## config.mk

```make
export PLATFORM = sky130hd
export DESIGN_NAME = f32_op_issuer
export DESIGN_NICKNAME = d
export VERILOG_FILES = /design/src/rtl/f32_pkg.sv /design/src/rtl/f32_res_fifo.sv /design/src/rtl/f32_op_issuer.sv
export SDC_FILE = /design/constraint.sdc
export NUM_CORES = 1
export LEC_CHECK = 0
export CAP_MARGIN = 20
export CORE_MARGIN = 1
export CORE_UTILIZATION = 30
export DETAILED_ROUTE_END_ITERATION = 8
export DONT_BUFFER_PORTS = 1
export GPL_ROUTABILITY_DRIVEN = 0
export SYNTH_ARGS = -nofsm -noshare
export SYNTH_HDL_FRONTEND = slang
export SYNTH_SLANG_ARGS = --single-unit
```

## constraint.sdc

```tcl
create_clock -name clk -period 4.73 [get_ports clk]
set_input_delay 0.946 -clock clk [delete_from_list [all_inputs] [get_ports clk]]
set_output_delay 0.946 -clock clk [all_outputs]
set_load 0.01 [all_outputs]
```

## src/rtl/f32_pkg.sv

```systemverilog
// f32_pkg: shared f32 word type, operator latencies and canonical constants.
package f32_pkg;
    localparam int F32_W = 32;
    typedef logic [F32_W-1:0] f32_t;
    localparam int LAT_ADD = 5;
    localparam int LAT_SUB = 5;
    localparam int LAT_MUL = 4;
    localparam int LAT_SEL = 0;
    localparam f32_t F32_ZERO = 32'h0000_0000;
    localparam f32_t F32_ONE  = 32'h3F80_0000;
endpackage

```

## src/rtl/f32_res_fifo.sv

```systemverilog
// f32_res_fifo: synchronous result FIFO with the head entry always presented on dout.
module f32_res_fifo
    import f32_pkg::*;
#(
    parameter int DEPTH = 8
) (
    input  logic                   clk,
    input  logic                   rst,
    input  logic                   push,
    input  f32_t                   din,
    input  logic                   pop,
    output f32_t                   dout,
    output logic                   valid,
    output logic [$clog2(DEPTH):0] count
);
    localparam int AW = $clog2(DEPTH);
    localparam int CW = AW + 1;
    f32_t          mem [DEPTH];
    logic [AW-1:0] wr_ptr, rd_ptr;
    logic          take;
    assign valid = count != '0;
    assign take  = pop && valid;
    assign dout  = mem[rd_ptr];
    // Pointers wrap naturally because DEPTH is a power of two.
    always_ff @(posedge clk or negedge rst)
        if (!rst) begin
            wr_ptr <= '0;
            rd_ptr <= '0;
            count  <= '0;
            for (int i = 0; i < DEPTH; i++) mem[i] <= F32_ZERO;
        end else begin
            if (push) begin
                mem[wr_ptr] <= din;
                wr_ptr      <= wr_ptr + 1'b1;
            end
            if (take) rd_ptr <= rd_ptr + 1'b1;
            count <= count + CW'(push) - CW'(take);
        end
    no_overflow: assert property (@(posedge clk) disable iff (!rst) push |-> count < CW'(DEPTH));
endmodule

```

## src/rtl/f32_op_issuer.sv

```systemverilog
// f32_op_issuer: credit-based valid/ready front end for a fixed-latency f32 operator.
// Define F32_OP_ISSUER_STATS_EN to add the issued/stalled/high-water counters.
module f32_op_issuer
    import f32_pkg::*;
#(
    parameter int LATENCY    = 5,
    parameter int FIFO_DEPTH = 8
) (
    input  logic        clk,
    input  logic        rst,
    input  logic        in_valid,
    output logic        in_ready,
    input  f32_t        in_a,
    input  f32_t        in_b,
    output logic        op_t,
    output f32_t        op_a,
    output f32_t        op_b,
    input  f32_t        op_res,
    output logic        out_valid,
    input  logic        out_ready,
    output f32_t        out_data
`ifdef F32_OP_ISSUER_STATS_EN
    ,
    output logic [31:0] stat_issued,
    output logic [31:0] stat_stalled,
    output logic [7:0]  stat_max_fill
`endif
);
    localparam int CW = $clog2(FIFO_DEPTH) + 1;
    logic          fire, capture;
    logic [5:0]    inflight;
    logic [CW-1:0] fifo_count;
    f32_t          last_a, last_b;
    // Every issued op owns a FIFO slot until popped, so a stalled consumer never loses a result.
    assign in_ready = rst && (int'(fifo_count) + int'(inflight) < FIFO_DEPTH);
    assign fire     = in_valid && in_ready;
    assign op_t     = fire;
    assign op_a     = fire ? in_a : last_a;
    assign op_b     = fire ? in_b : last_b;
    always_ff @(posedge clk or negedge rst)
        if (!rst) begin
            last_a <= F32_ZERO;
            last_b <= F32_ZERO;
        end else if (fire) begin
            last_a <= in_a;
            last_b <= in_b;
        end
    if (LATENCY == 0) begin : g_direct
        assign capture  = fire;
        assign inflight = '0;
    end else begin : g_pipe
        logic [LATENCY-1:0] pipe;
        always_ff @(posedge clk or negedge rst)
            if (!rst) pipe <= '0;
            else      pipe <= (pipe << 1) | LATENCY'(fire);
        assign capture  = pipe[LATENCY-1];
        assign inflight = 6'($countones(pipe));
    end
    f32_res_fifo #(.DEPTH(FIFO_DEPTH)) u_fifo (
        .clk  (clk),
        .rst  (rst),
        .push (capture),
        .din  (op_res),
        .pop  (out_ready),
        .dout (out_data),
        .valid(out_valid),
        .count(fifo_count)
    );
`ifdef F32_OP_ISSUER_STATS_EN
    logic [7:0] fill;
    assign fill = (int'(fifo_count) > 255) ? 8'hFF : 8'(fifo_count);
    always_ff @(posedge clk or negedge rst)
        if (!rst) begin
            stat_issued   <= '0;
            stat_stalled  <= '0;
            stat_max_fill <= '0;
        end else begin
            if (fire && !(&stat_issued)) stat_issued <= stat_issued + 1'b1;
            if (in_valid && !in_ready && !(&stat_stalled)) stat_stalled <= stat_stalled + 1'b1;
            if (fill > stat_max_fill) stat_max_fill <= fill;
        end
`endif
endmodule

```

# Yosys cells after proc, flatten, opt, wreduce, memory -nomap -nowiden
# Index checks and enable logic that the tools add are counted.
dict set report totals {
  memories 0
  latchBits 0
  input_bits 100
  ram_bits 0
  rom_bits 0
  regBits 335
  word_cells 43
}
dict set report op_classes {
  eq_ne 0
  muxes 8
  div 0
  n_lt_le_gt_ge 4
  n_addsub 9
  n_reduce_logical 5
  n_mul 0
  bitwise_logic 3
  n_shift 0
}
# cell n
set ops {}
lappend ops {{256-bit bitwise mux} 1}
lappend ops {{32-bit two-way mux} 5}
lappend ops {{32-bit binary-select mux with 3-bit select} 1}
lappend ops {{32-bit demux with 3-bit select} 1}
lappend ops {{4-bit greater-or-equal comparator (second input constant)} 2}
lappend ops {{3-bit NOT with 4-bit output} 2}
lappend ops {{4-bit by 6-bit adder with 7-bit output} 1}
lappend ops {{7-bit by 4-bit < comparator with 1-bit output (second input constant)} 1}
lappend ops {{3-bit by 1-bit adder with 3-bit output (second input constant)} 2}
lappend ops {{5-bit by 1-bit bitwise OR with 5-bit output} 1}
lappend ops {{1-bit by 1-bit adder with 2-bit output} 2}
lappend ops {{3-bit by 1-bit adder with 4-bit output} 1}
lappend ops {{4-bit by 1-bit adder with 4-bit output} 1}
lappend ops {{1-bit logical AND} 4}
lappend ops {{4-bit by 1-bit < comparator with 1-bit output (second input constant)} 1}
lappend ops {{4-bit nonzero test} 1}
lappend ops {{4-bit by 1-bit subtractor with 4-bit output} 1}
lappend ops {{2-bit by 2-bit adder with 3-bit output} 1}

# Longest topological paths before layout
dict set report logic_depth {
  depth_word 8
  depth_mapped 11
}

# By module
# From an unflattened synthesis, not the netlist that was laid out.
dict set report hier_totals {
  hier_cells 865
  area_unflattened_um2 14846.7
}
# module seq_area_each_um2 cells_each n_inst area_per_inst_um2
set modules_own_cells {}
lappend modules_own_cells {f32_res_fifo 6656.4 705 1 11980.2}
lappend modules_own_cells {f32_op_issuer 1726.7 160 1 2866.5}

# Worst setup path after synthesis
# OpenSTA, ideal clock, no wires.
dict set report synth_path {
  path_type {register to output}
  start {reg g_pipe.pipe[0]}
  end {out op_a[13]}
  path_buffers 2
  stages_incl_launch_ff 12
  slack_ps 1004
  t_arrival_ps 2780
  path_cell_list {dfrtp_1 -> ha_1 -> inv_1 -> fa_1 -> fa_1 -> inv_1 -> ha_1 -> nand4b_1 -> nand3_1 -> buf_2 -> buf_6 -> mux2_2}
}
dict set report synth_via {
  elab_chain_len 8
}
# element line_no
set synth_rtl {}
lappend synth_rtl {{start, declared} f32_op_issuer.sv:52} ;# logic [LATENCY-1:0] pipe;
lappend synth_rtl {{start signal, assigned} f32_op_issuer.sv:55} ;# else pipe <= (pipe << 1) | LATENCY'(fire);
lappend synth_rtl {{1-bit by 1-bit adder with 2-bit output (not written as such)} f32_op_issuer.sv:57} ;# assign inflight = 6'($countones(pipe));
lappend synth_rtl {{2-bit by 2-bit adder with 3-bit output (not written as such)} f32_op_issuer.sv:57}
lappend synth_rtl {{3-bit by 1-bit adder with 4-bit output (not written as such)} f32_op_issuer.sv:57}
lappend synth_rtl {{4-bit by 6-bit adder with 7-bit output} f32_op_issuer.sv:35} ;# assign in_ready = rst && (int'(fifo_count) + int'(inflight) < FIFO_DEPTH);
lappend synth_rtl {{7-bit by 4-bit < comparator with 1-bit output} f32_op_issuer.sv:35}
lappend synth_rtl {{1-bit logical AND} f32_op_issuer.sv:35}
lappend synth_rtl {{1-bit logical AND} f32_op_issuer.sv:36} ;# assign fire = in_valid && in_ready;
lappend synth_rtl {{32-bit two-way mux} n/a}
lappend synth_rtl {{end, declared} f32_op_issuer.sv:16} ;# output f32_t op_a,
# No other way between the ends.

# Worst setup path after layout
dict set report layout_path {
  start {reg g_pipe.pipe[0]}
  end {out op_a[8]}
}
# Same word-level chain as after synthesis.

==> impl_metrics.py <==
metrics = {
    "route": {
        "highest-signal-layer": "met4",
        "routed_via_density": 4.889,
        "wl_met2_um": 14960,
        "wl_met3_um": 2001,
        "ant_nets": 0,
        "wl_per_cell_um": 20.65,
        "met1_length_um": 13610,
        "wl_um": 31220,
        "drtPass1Iterations": 4,
        "drcViolationCount": 0,
        "vias": 7392,
        "drt_iter0_markers": 270,
    },
    "cts": {
        "cts_tree": "done",
        "h-tree-depth": 2,
        "post_cts_resized": 0,
        "clock_latency_ns": 0.54,
        "cts_buffers": 39,
        "cts_buffer_depth": 3,
        "hold_buffers": 0,
        "root_buffer": "clkbuf_16",
        "clk_transition_reported_paths_ns": 0.06,
        "cts.sinks": 335,
        "post_cts.repair.setup_buffers": 0,
    },
    "worst_setup_path": {
        "cp-startpoint": "g_pipe.pipe[0]",
        "crit_arrival_ns": 3.48,
        "cp_max_fo": 65,
        "rr_startpoint": "g_pipe.pipe[0]",
        "cp.required_ns": 3.78,
        "start_kind": "flop",
        "endpoint_kind": "output pin",
        "rr_worst_depth": 10,
        "crit_type": "flop to output pin",
    },
    "floorplanning": {
        "start_util_pct": 30.58,
        "die_w_um": 223.1,
        "rows": 80,
        "pin_count": 199,
        "design.die.area_um2": 49760,
        "die_h_um": 223.1,
        "coreArea_um2": 47950,
    },
    "timing": {
        "finalSetupTns_ns": 0,
        "period_minus_slack_ns": 4.430,
        "rsz0062_at_grt": "false",
        "post-route-period-util_pct": 93.66,
        "hold_viol": 0,
        "fin_worst_skew_ns": 0.02920,
        "worst_slack_ns": 0.2999,
        "fmax_ghz": 0.2257,
        "relSlewSlack_pct": 36.01,
        "slew_violations": 0,
        "tightest_slew_ns": 0.9567,
        "setup_viol": 0,
    },
    "final_layout": {
        "drive_gt1_share_pct": 55.58,
        "layout_common_cells": "mux2_2, dfrtp_1, mux4_2",
        "nNetsFinal": 988,
        "syn_to_final_growth_pct": 12.66,
        "final_common_cell": "mux2_2",
    },
    "power": {
        "p_per_area_nw_per_um2": 705.9,
        "seqPwrFrac_pct": 42.8,
        "swShare_pct": 30.10,
        "peakVddDrop_uv": 382.5,
        "fin_total_pwr_mw": 11.66,
        "pwr-share-clk_pct": 24.0,
        "p_int_mw": 8.149,
        "pwr-share-comb_pct": 33.2,
        "cellLeakagePower_nw": 6.986,
        "p_sw_mw": 3.510,
    },
    "place": {
        "io_buffers": 0,
        "hpwl_um": 19740,
        "dp_worst_setup_slack_ns": 0.8388,
    },
    "synth": {
        "ys_seq_area_share_pct": 57.18,
        "ys_warn_count": 0,
        "synth_area_um2": 14660,
        "netlist_instances": 865,
        "ys_ff_latch": 335,
        "syn_nets": 979,
        "syn_area_per_cell_um2": 16.95,
        "synth_cell_types": 26,
    },
    "grt": {
        "track_usage_pct": 13.03,
        "grt_pass1_wl_um": 49740,
        "grt_antenna_before_repair": 1,
        "grt_max_degree": 338,
        "grt_pass1_vias": 8414,
        "gr-total-overflow": 0,
    },
    "job": {
        "drv_cap": 0,
    },
    "worst_hold_path": {
        "worst_hold_path_type": "input port to asynchronous set/reset pin",
    },
    "status": {
        "outcome": "finished clean",
    },
}
-- layer usage --
metal | vias to the layer above | GRT usage (%)
met5 | - | 0
met4 | 0 | 4.227
met3 | 47 | 3.819
met2 | 195 | 21.38
met1 | 3928 | 16.47
li1 | 3222 | -
-- sequential cells by signal, summed over array words and instances, names as in the netlist --
| register | cells |
|---|---|
| g_pipe.pipe | 5 |
| last_a | 32 |
| last_b | 32 |
| u_fifo.count | 4 |
| u_fifo.mem | 256 |
| u_fifo.rd_ptr | 3 |
| u_fifo.wr_ptr | 3 |
-- final cells by class --
cell class	instances	area (um2)
fill	4606	31430
sequential	335	8392
multi-input combinational	460	5877
clock buffer	54	1082
tap	615	769.5
timing repair buffer	21	242.7
clock inverter	9	87.58
inverter	17	63.81
antenna	1	2.502
-- synth_stat cells (all sizes together) --
master	instances	share of area, %
a21o	1	0.051
a21oi	1	0.034
and4	1	0.060
buf	46	2.2
clkbuf	7	0.18
dfrtp	335	57
fa	3	0.41
ha	11	0.94
inv	17	0.44
mux2	354	27
mux4	64	9.8
nand2	4	0.10
nand2b	1	0.094
nand3	2	0.068
nand4	1	0.043
nand4b	4	0.24
nor2	1	0.026
nor3	2	0.14
nor3b	2	0.26
nor4bb	1	0.068
or3b	1	0.060
xnor2	4	0.24
xor2	2	0.12
-- through the flow --
stage               instances  instance area (um2)  hold WS [ns]  util, %
detailed placement       1447                15320        0.3737    31.95
global route             1512                16520       0.07318    34.45
floorplan                 865                14660        0.3574        -
global placement         1445                15290        0.3661    31.88
CTS                      1510                16490       0.06724    34.39
finish                   1512                16520        0.1090    34.45
-- kinds of logic after synthesis --
group	synth area share [%]
compound gates	0.08533
xor+xnor	0.3584
fa+ha+maj	1.348
buf+inv	2.859
flops	57.18
mux	37.02
simple gates	1.152
-- power groups by stage --
stage	Sequential, mW	Combinational [mW]	Clock [mW]
2_1_floorplan	4.60	3.55	0
3_3_place_gp	5.00	3.86	0
3_5_place_dp	5.05	3.95	0
4_1_cts	5.01	3.96	2.91
5_1_grt	5.19	4.20	3.00
6_report	4.99	3.87	2.80
-- worst max-delay path, cell delays in order (launching register included) --
cell,delay [ns]
dfrtp_1,0.38
ha_1,0.28
inv_1,0.06
fa_1,0.41
fa_1,0.49
inv_1,0.04
ha_1,0.26
nand4b_1,0.13
nand3_2,0.13
buf_12,0.31
mux2_2,0.43
-- worst paths after layout --
path / end / slack (ns)
min in group clk: g_pipe.pipe[2] / 0.39
setup reg to reg: last_a[8] / 1.65
max in group asynchronous: u_fifo.mem[66] / 4.00
hold reg to reg: g_pipe.pipe[2] / 0.39
setup / recovery: op_a[8] / 0.30
hold / removal: last_b[8] / 0.11
(Power assumes the default switching activity.)
